File: src/rtl/mem_stage_pkg.sv
// rtl/mem_stage_pkg.sv - shared constants and types for the memory access stage
// Contents: Funct3 access-size codes, byte-enable patterns, FSM state enum.
package mem_stage_pkg;

    localparam logic [2:0] F3_B  = 3'b000;
    localparam logic [2:0] F3_H  = 3'b001;
    localparam logic [2:0] F3_W  = 3'b010;
    localparam logic [2:0] F3_BU = 3'b100;
    localparam logic [2:0] F3_HU = 3'b101;

    localparam logic [3:0] BE_NONE    = 4'b0000;
    localparam logic [3:0] BE_BYTE    = 4'b0001;
    localparam logic [3:0] BE_HALF_LO = 4'b0011;
    localparam logic [3:0] BE_HALF_HI = 4'b1100;
    localparam logic [3:0] BE_WORD    = 4'b1111;

    typedef enum logic [1:0] {
        IDLE   = 2'd0,
        ACCESS = 2'd1,
        DONE   = 2'd2
    } state_e;

endpackage

File: src/rtl/mem_access_stage_if.sv
// rtl/mem_access_stage_if.sv - data-memory request/ready port
// Signals: Dm_Req/Dm_We/Dm_Addr/Dm_WData/Dm_BE toward memory,
//          Dm_Ready/Dm_RData back from memory.
// Modports: master = access stage, slave = data memory.
interface mem_access_stage_if;

    logic        Dm_Req;
    logic        Dm_We;
    logic [31:0] Dm_Addr;
    logic [31:0] Dm_WData;
    logic [3:0]  Dm_BE;
    logic        Dm_Ready;
    logic [31:0] Dm_RData;

    modport master (
        output Dm_Req, Dm_We, Dm_Addr, Dm_WData, Dm_BE,
        input  Dm_Ready, Dm_RData
    );

    modport slave (
        input  Dm_Req, Dm_We, Dm_Addr, Dm_WData, Dm_BE,
        output Dm_Ready, Dm_RData
    );

endinterface

File: src/rtl/mem_align.sv
// rtl/mem_align.sv - combinational store formatting, alignment check, load extension
// Ports: is_store_i/funct3_i/addr_lo_i/rs2_i  current instruction
//        wdata_o/be_o/legal_o/aligned_o       formatted store and access checks
//        ld_funct3_i/ld_off_i/rdata_i         latched load size/offset and bus word
//        ld_data_o                            extended load result
module mem_align
    import mem_stage_pkg::*;
(
    input  logic        is_store_i,
    input  logic [2:0]  funct3_i,
    input  logic [1:0]  addr_lo_i,
    input  logic [31:0] rs2_i,
    output logic [31:0] wdata_o,
    output logic [3:0]  be_o,
    output logic        legal_o,
    output logic        aligned_o,
    input  logic [2:0]  ld_funct3_i,
    input  logic [1:0]  ld_off_i,
    input  logic [31:0] rdata_i,
    output logic [31:0] ld_data_o
);

    logic [31:0] lane_shift;
    logic [7:0]  ld_byte;
    logic [15:0] ld_half;

    always_comb begin
        wdata_o   = rs2_i;
        be_o      = BE_NONE;
        legal_o   = 1'b0;
        aligned_o = 1'b1;
        case (funct3_i)
            F3_B, F3_BU: begin
                wdata_o = {4{rs2_i[7:0]}};
                be_o    = BE_BYTE << addr_lo_i;
                // Unsigned variants exist only for loads.
                legal_o = !is_store_i || (funct3_i == F3_B);
            end
            F3_H, F3_HU: begin
                wdata_o   = {2{rs2_i[15:0]}};
                be_o      = addr_lo_i[1] ? BE_HALF_HI : BE_HALF_LO;
                legal_o   = !is_store_i || (funct3_i == F3_H);
                aligned_o = !addr_lo_i[0];
            end
            F3_W: begin
                be_o      = BE_WORD;
                legal_o   = 1'b1;
                aligned_o = (addr_lo_i == 2'b00);
            end
            default: ;
        endcase
    end

    assign lane_shift = rdata_i >> {ld_off_i, 3'b000};
    assign ld_byte    = lane_shift[7:0];
    assign ld_half    = ld_off_i[1] ? rdata_i[31:16] : rdata_i[15:0];

    always_comb begin
        ld_data_o = rdata_i;
        case (ld_funct3_i)
            F3_B:    ld_data_o = {{24{ld_byte[7]}}, ld_byte};
            F3_BU:   ld_data_o = {24'h0, ld_byte};
            F3_H:    ld_data_o = {{16{ld_half[15]}}, ld_half};
            F3_HU:   ld_data_o = {16'h0, ld_half};
            default: ld_data_o = rdata_i;
        endcase
    end

endmodule

File: src/rtl/mem_access_stage.sv
// rtl/mem_access_stage.sv - MEM-stage load/store unit with request/ready bus and stall
// Ports: clk, reset (sync, active-high)
//        MemRead/MemWrite/Funct3/Alu_Result/Rs2_Data  from EX/MEM latch
//        dm (master)                                  data-memory port
//        MemReadData                                  extended load data to MEM/WB
//        Stall/Misaligned                             combinational pipeline controls
//        Timeout                                      one-cycle pulse in DONE after abort
module mem_access_stage
    import mem_stage_pkg::*;
#(
    parameter int unsigned MAX_WAIT = 255
)
(
    input  logic                clk,
    input  logic                reset,
    input  logic                MemRead,
    input  logic                MemWrite,
    input  logic [2:0]          Funct3,
    input  logic [31:0]         Alu_Result,
    input  logic [31:0]         Rs2_Data,
    mem_access_stage_if.master  dm,
    output logic [31:0]         MemReadData,
    output logic                Stall,
    output logic                Misaligned,
    output logic                Timeout
);

    localparam int unsigned WW = $clog2(MAX_WAIT + 1);
    localparam logic [WW-1:0] WAIT_LAST = WW'(MAX_WAIT - 1);

    state_e      state_q;
    logic [WW-1:0] wait_q, wait_d;
    logic        req_q, we_q, timeout_q;
    logic [3:0]  be_q;
    logic [31:0] addr_q, wdata_q, rdata_q;
    logic [2:0]  f3_q;
    logic [1:0]  off_q;

    logic [31:0] al_wdata, al_ld_data;
    logic [3:0]  al_be;
    logic        al_legal, al_aligned;
    logic        is_access, access_ok;

    mem_align u_align (
        .is_store_i  (MemWrite),
        .funct3_i    (Funct3),
        .addr_lo_i   (Alu_Result[1:0]),
        .rs2_i       (Rs2_Data),
        .wdata_o     (al_wdata),
        .be_o        (al_be),
        .legal_o     (al_legal),
        .aligned_o   (al_aligned),
        .ld_funct3_i (f3_q),
        .ld_off_i    (off_q),
        .rdata_i     (dm.Dm_RData),
        .ld_data_o   (al_ld_data)
    );

    assign is_access = MemRead | MemWrite;
    assign access_ok = is_access && al_legal && al_aligned;
    assign wait_d    = wait_q + 1'b1;

    assign Stall      = !reset && (((state_q == IDLE) && access_ok) || (state_q == ACCESS));
    assign Misaligned = !reset && (state_q == IDLE) && is_access && al_legal && !al_aligned;

    always_ff @(posedge clk) begin
        if (reset) begin
            state_q   <= IDLE;
            wait_q    <= '0;
            req_q     <= 1'b0;
            we_q      <= 1'b0;
            be_q      <= BE_NONE;
            addr_q    <= '0;
            wdata_q   <= '0;
            rdata_q   <= '0;
            f3_q      <= F3_B;
            off_q     <= 2'b00;
            timeout_q <= 1'b0;
        end else begin
            timeout_q <= 1'b0;
            case (state_q)
                IDLE: begin
                    if (access_ok) begin
                        state_q <= ACCESS;
                        req_q   <= 1'b1;
                        we_q    <= MemWrite;
                        be_q    <= al_be;
                        addr_q  <= {Alu_Result[31:2], 2'b00};
                        wdata_q <= al_wdata;
                        f3_q    <= Funct3;
                        off_q   <= Alu_Result[1:0];
                        wait_q  <= '0;
                    end else if (Misaligned && !MemWrite) begin
                        rdata_q <= '0;
                    end
                end
                ACCESS: begin
                    // Ready is checked first so it wins over a same-cycle timeout.
                    if (dm.Dm_Ready) begin
                        state_q <= DONE;
                        req_q   <= 1'b0;
                        we_q    <= 1'b0;
                        be_q    <= BE_NONE;
                        if (!we_q) rdata_q <= al_ld_data;
                    end else if (wait_q == WAIT_LAST) begin
                        state_q   <= DONE;
                        req_q     <= 1'b0;
                        we_q      <= 1'b0;
                        be_q      <= BE_NONE;
                        timeout_q <= 1'b1;
                        wait_q    <= wait_d;
                        if (!we_q) rdata_q <= '0;
                    end else begin
                        wait_q <= wait_d;
                    end
                end
                DONE:    state_q <= IDLE;
                default: state_q <= IDLE;
            endcase
        end
    end

    assign dm.Dm_Req   = req_q;
    assign dm.Dm_We    = we_q;
    assign dm.Dm_BE    = be_q;
    assign dm.Dm_Addr  = addr_q;
    assign dm.Dm_WData = wdata_q;
    assign MemReadData = rdata_q;
    assign Timeout     = timeout_q;

endmodule

File: src/flat_wrapper.sv
// flat-port wrapper written by rule: the top's interface ports become plain ports
module mem_access_stage_flat import mem_stage_pkg::*;
#(
    parameter int unsigned MAX_WAIT = 255
)
  (clk, reset, MemRead, MemWrite, Funct3, Alu_Result, Rs2_Data, MemReadData, Stall, Misaligned, Timeout, dm_Dm_Req, dm_Dm_We, dm_Dm_Addr, dm_Dm_WData, dm_Dm_BE, dm_Dm_Ready, dm_Dm_RData);
  mem_access_stage_if dm_i ();
  input  logic clk;
  input  logic reset;
  input  logic MemRead;
  input  logic MemWrite;
  input  logic [2:0] Funct3;
  input  logic [31:0] Alu_Result;
  input  logic [31:0] Rs2_Data;
  output logic [31:0] MemReadData;
  output logic Stall;
  output logic Misaligned;
  output logic Timeout;
  output wire logic [$bits(dm_i.Dm_Req)-1:0] dm_Dm_Req;
  output wire logic [$bits(dm_i.Dm_We)-1:0] dm_Dm_We;
  output wire logic [$bits(dm_i.Dm_Addr)-1:0] dm_Dm_Addr;
  output wire logic [$bits(dm_i.Dm_WData)-1:0] dm_Dm_WData;
  output wire logic [$bits(dm_i.Dm_BE)-1:0] dm_Dm_BE;
  input wire logic [$bits(dm_i.Dm_Ready)-1:0] dm_Dm_Ready;
  input wire logic [$bits(dm_i.Dm_RData)-1:0] dm_Dm_RData;
  assign dm_Dm_Req = dm_i.Dm_Req;
  assign dm_Dm_We = dm_i.Dm_We;
  assign dm_Dm_Addr = dm_i.Dm_Addr;
  assign dm_Dm_WData = dm_i.Dm_WData;
  assign dm_Dm_BE = dm_i.Dm_BE;
  assign dm_i.Dm_Ready = dm_Dm_Ready;
  assign dm_i.Dm_RData = dm_Dm_RData;
  mem_access_stage #(.MAX_WAIT(MAX_WAIT)) u_core (.clk(clk), .reset(reset), .MemRead(MemRead), .MemWrite(MemWrite), .Funct3(Funct3), .Alu_Result(Alu_Result), .Rs2_Data(Rs2_Data), .dm(dm_i), .MemReadData(MemReadData), .Stall(Stall), .Misaligned(Misaligned), .Timeout(Timeout));
endmodule
File: config.mk
export PLATFORM = sky130hd
export DESIGN_NAME = mem_access_stage_flat
export DESIGN_NICKNAME = d
export VERILOG_FILES = /design/src/rtl/mem_stage_pkg.sv /design/src/rtl/mem_access_stage_if.sv /design/src/rtl/mem_align.sv /design/src/rtl/mem_access_stage.sv /design/src/flat_wrapper.sv
export SDC_FILE = /design/constraint.sdc
export NUM_CORES = 1
export LEC_CHECK = 0
export ABC_AREA = 1
export BUFFER_PORTS_ARGS = -buffer_cell sky130_fd_sc_hd__buf_4
export CAP_MARGIN = 15
export CELL_PAD_IN_SITES_DETAIL_PLACEMENT = 1
export CELL_PAD_IN_SITES_GLOBAL_PLACEMENT = 2
export CORE_ASPECT_RATIO = 1.4
export CORE_MARGIN = 2
export CORE_UTILIZATION = 26
export CTS_BUF_LIST = sky130_fd_sc_hd__clkbuf_8
export DETAILED_ROUTE_END_ITERATION = 10
export PLACE_DENSITY = 0.8
export SLEW_MARGIN = 10
export SYNTH_ARGS = -nofsm -noshare
export SYNTH_HDL_FRONTEND = slang
export SYNTH_SLANG_ARGS = --single-unit
File: constraint.sdc
create_clock -name clk -period 2.5 [get_ports clk]
set_clock_uncertainty 0.2 [all_clocks]
set_input_delay 0.5 -clock clk [delete_from_list [all_inputs] [get_ports clk]]
set_output_delay 0.5 -clock clk [all_outputs]
set_load 0.02 [all_outputs]
# Word-level counts from Yosys, hierarchy flattened
# Index checks and enable logic that the tools add are counted.
[op_classes]
addsub = 1
eq_ne = 15
shift = 2
mux = 32
n_bitwise = 2
n_reduce_logical = 29
[ops]
columns = ["cell", "count"]
rows = [
  ["$mux 32", 6],
  ["$pmux 32 s2", 2],
  ["$pmux 32 s4", 1],
  ["$shr 32x5->8", 1],
  ["$mux 16", 1],
  ["$mux 4", 4],
  ["$mux 8", 2],
  ["$pmux 8 s2", 1],
  ["$eq 3x3->1 const B", 4],
  ["$pmux 4 s3", 1],
  ["$logic_and 1x1->1", 9],
  ["$add 8x1->8 const B", 1],
  ["$eq 8x8->1 const B", 1],
  ["$ne 2x2->1 const B", 4],
  ["$pmux 4 s2", 1],
  ["$eq 3x1->1 const B", 2],
  ["$logic_not 3->1", 2],
  ["$mux 2", 3],
  ["$pmux 1 s2", 3],
  ["$reduce_and 3->1", 2],
  ["$mux 1", 5],
  ["$reduce_and 5->1", 1],
  ["$logic_not 1->1", 4],
  ["$logic_not 2->1", 2],
  ["other kinds (14)", 18],
]
[word_totals]
reg_bits = 116
word_cells = 92

# Logic depth before layout (Yosys ltp)
[depth]
word_depth = 9
ltp_mapped = 14
depth_no_buf = 12

# Cells and area by module
# A second synthesis with hierarchy kept.
[hier_totals]
cells_unflattened = 1006
area_unflattened_um2 = 6219.7
[modules_own_cells]
columns = ["module", "instances", "cells_per_inst", "area_each_um2", "seq_area_each_um2"]
rows = [
  ["mem_access_stage", 1, 700, 4843.4, 2322.2],
  ["mem_align", 1, 306, 1376.3, 0.0],
]

# Least setup slack after synthesis
# No wires, ideal clock.
[synth_path]
path_kind = "input -> output"
startpoint = "input port Funct3[1]"
endpoint = "output port Stall"
arrival_time_ps = 1607
required_time_ps = 1800
slack_ps = 193
stages = 7
n_path_buf = 2
path_cell_list = "buf_6 -> inv_4 -> nand2_1 -> a21oi_2 -> nand2_4 -> clkbuf_1 -> a21oi_1"
[synth_between]
elab_chain_cells = 8
word_cells_on_any_way = 16
classes_between = "eq/ne (4); mux (2); reduce/logical (10)"
[synth_rtl]
columns = ["element", "line_no", "text"]
rows = [
  ["start, declared", "flat_wrapper.sv:12", "input logic [2:0] Funct3;"],
  ["$eq 3x1->1, or another cell as far along", "mem_align.sv:32, mem_align.sv:42", ""],
  ["$reduce_or 2->1, or another cell as far along", "mem_align.sv:32", "case (funct3_i)"],
  ["$pmux 1 s3", "mem_align.sv:32", ""],
  ["$logic_and 1x1->1", "mem_access_stage.sv:60", "assign access_ok = is_access && al_legal && al_aligned;"],
  ["$logic_and 1x1->1 (*)", "mem_access_stage.sv:60", ""],
  ["$logic_and 1x1->1 (*)", "mem_access_stage.sv:63", "assign Stall = !reset && (((state_q == IDLE) && access_ok) || (state_q == ACCESS));"],
  ["$logic_or 1x1->1 (*)", "mem_access_stage.sv:63", ""],
  ["$logic_and 1x1->1 (*)", "mem_access_stage.sv:63", ""],
  ["end, declared", "flat_wrapper.sv:16", "output logic Stall;"],
]
# Every way passes the cells marked *; elsewhere a longest branch is shown, timed or not.

# Worst setup path in the final report
[layout_path]
startpoint = "register u_core.state_q[1]"
endpoint = "output port Stall"
[layout_between]
elab_chain_cells = 4
word_cells_on_any_way = 5
classes_between = "eq/ne (1); reduce/logical (4)"
[layout_rtl]
columns = ["element", "line_no", "text"]
rows = [
  ["start, declared", "mem_access_stage.sv:31", "state_e state_q;"],
  ["start signal, assigned", "mem_access_stage.sv:68", "state_q <= IDLE;"],
  ["start signal, assigned", "mem_access_stage.sv:84", "state_q <= ACCESS;"],
  ["start signal, assigned", "mem_access_stage.sv:100", "state_q <= DONE;"],
  ["$logic_not 2->1", "mem_access_stage.sv:63", ""],
  ["$logic_and 1x1->1", "mem_access_stage.sv:63", ""],
  ["$logic_or 1x1->1 (*)", "mem_access_stage.sv:63", ""],
  ["$logic_and 1x1->1 (*)", "mem_access_stage.sv:63", ""],
]
# Marks and branches as above.

==> results.yml <==
status:
  status: "complete, no violations"
clock_tree:
  cts_resized: 0
  cts_setup_buffers: 0
  cts_buffers: 17
  cts_tree: "yes"
  clockBufferDepth: 2
  cts_max_level: 4
  cts_root_buf: "clkbuf_8"
  cts_num_sinks: 116
  hold_buffers: 0
  clk_latency_ns: 0.45
  cts.clk_slew.worst_paths_ns: 0.10
drt:
  initialDrtViolationCount: 256
  antenna_left: 0
  firstDrtPassIters: 4
  routedWlPerCell_um: 16.0
  drc_errors: 0
  vias: 6211
  wirelength_um: 21000
  viasPerCell: 4.73
logic_synthesis:
  async_flop_share_pct: 0
  yosys-top-cells-count: "nand2_1, nor2_1, dfxtp_1"
  yosysTopAreaCell: "dfxtp_1"
  ys.flop_type: "dfxtp_1"
  syn_area_per_cell_um2: 6.60
  synth_edf_count: 0
  synthTopCellsByArea: "dfxtp_1, nand2_1, nor2_1"
  synth_top_area_share_pct: 41.6
  yosysWarnings: 0
  ys_seq_area_share_pct: 41.6
  synthCells: 846
  ys_types: 35
  synth.cell_area_um2: 5580
  synth_most_common_cell: "nand2_1"
  ys_seq_elements: 116
worst_setup_path:
  cp.arrival_ns: 1.60
  critPathMaxFanout: 8
  cp-end-kind: "output port"
  startpoint_type: "register"
  cp_cell_sequence: "nor2_2 > nand2_1 > a21oi_2 > nand2_4 > a21oi_1 > buf_4"
  slowest_delay_ns: 0.32
  worstPathRequired_ns: 1.80
  crit_type: "register to output port"
  worst_path_max_delay_cell: "dfxtp_1"
floorplan:
  num_io_pins: 209
  initial_utilization_pct: 26.4
  coreArea_um2: 21100
  die_x_um: 128
  die_height_um: 177
  row_count: 63
  fp.dieArea_um2: 22700
global_route:
  grt_max_degree: 102
  grt_pass1_vias: 6204
  grtUsageTotal_pct: 18.5
  grt-ovfl-total: 0
  grt_pass1_wl_um: 32800
  antenna_found_initial: 0
place:
  dpl_cell_area_um2: 7410
  place_congestion: 0.795
  dp_hpwl_um: 15200
  port_buffers: 206
  post-place-ws_ns: 0.210
power_and_ir_drop:
  p_per_area_nw_per_um2: 699
  p_int_uw: 3460
  comb_power_share_pct: 27.8
  p_leak_uw: 0.00370
  p_seq_share_pct: 39.0
  p_switching_uw: 2000
  pwr-share-clk_pct: 33.2
  max-vdd-ir-drop_mv: 0.335
  sw_frac_of_total_pct: 36.7
cells_and_area:
  fin_util_pct: 37.0
  design_area_um2: 7810
  antennaDiodeCount: 0
  num-nets-final: 1147
  synthToLayoutAreaGrowth_pct: 39.9
  drive_gt1_share_pct: 26.8
timing:
  rsz0062_at_grt: "no"
  min_period_over_period_pct: 92.0
  hold_viol: 0
  slew_viol_final: 0
  worst_slack_ns: 0.201
  fmax_ghz: 0.435
  period_minus_slack_ns: 2.30
  setup_viol: 0
  tns_ns: 0
  hold_slack_ns: 0.0823
run:
  drv_cap: 0
min_path:
  hold_path_class: "input pin to register"
## kinds of logic (layout without fill, tap and decap cells)
kind of cell	Yosys count	in the layout	synth area share, %
simple gates	407	407	29.6
compound gates	208	208	19.2
fa+ha+maj	2	2	0.448
xor+xnor	4	4	0.627
other cells	1	2	0.0672
buf+inv	108	315	8.45
flops	116	116	41.6
## flip-flops by register name, summed over array words and instances, names as in the netlist
signal	cells
u_core.MemReadData	32
u_core.Timeout	1
u_core.dm.Dm_Addr	30
u_core.dm.Dm_BE	4
u_core.dm.Dm_Req	1
u_core.dm.Dm_WData	32
u_core.dm.Dm_We	1
u_core.f3_q	3
u_core.off_q	2
u_core.state_q	2
u_core.wait_q	8
## stage by stage
| step | std cells | total power, uW |
|---|---|---|
| 3_3_place_gp | 1282 | 3690 |
| 2_1_floorplan | 847 | 3040 |
| 5_1_grt | 1314 | 5790 |
| 4_1_cts | 1314 | 5560 |
| 3_5_place_dp | 1282 | 3710 |
| 6_report | 1314 | 5460 |
## worst max-delay path, delay by kind of cell, from the launching register on
kind,cells,cell delay (ns)
DFF,1,0.32
and+or+nand+nor,3,0.36
buffers and inverters,1,0.17
AOI/OAI and AO/OA,2,0.30
## cells in the final DEF (no fill, tap or decap), types with 6 or more instances in the layout
cell        n
buf_4     224
nand2_1   183
nor2_1    155
dfxtp_1   116
a21oi_1    97
o21ai_0    95
nand3_1    51
inv_1      48
clkbuf_8   17
a31oi_1     8
nand2_2     6
## power by group through the flow
stage | Clock, uW | Combinational [uW] | Sequential, uW
6_report | 1810 | 1520 | 2130
5_1_grt | 1950 | 1690 | 2150
4_1_cts | 1880 | 1540 | 2130
3_5_place_dp | 0 | 1540 | 2170
3_3_place_gp | 0 | 1520 | 2170
2_1_floorplan | 0 | 687 | 2360
## path summary, 6_finish.rpt
check             slack, ns  depth (start not counted)          startpoint                     end
hold / removal         0.08                          3      Alu_Result[17]   u_core.dm.Dm_Addr[17]
setup / recovery       0.20                          6   u_core.state_q[1]                   Stall
hold reg to reg        0.27                          2  u_core.dm.Dm_BE[1]      u_core.dm.Dm_BE[1]
setup reg to reg       0.47                         10      u_core.f3_q[0]  u_core.MemReadData[17]
## final cells by class
type | instances | area [um^2]
inverters | 55 | 209
multi-input cells | 623 | 2800
fillers | 2731 | 13300
well taps | 260 | 325
clock inverters | 15 | 161
clock buffers | 17 | 234
flip-flops and latches | 116 | 2320
repair buffers | 228 | 1760
## layer usage
metal	global-route usage [%]	up-vias	wire length (um)
met5	0	-	0
li1	-	3123	-
met1	20.2	2902	8380
met2	33.2	162	10700
met3	6.96	24	1630
met4	5.27	0	314
Note: power is estimated with default switching activity, not from simulation.
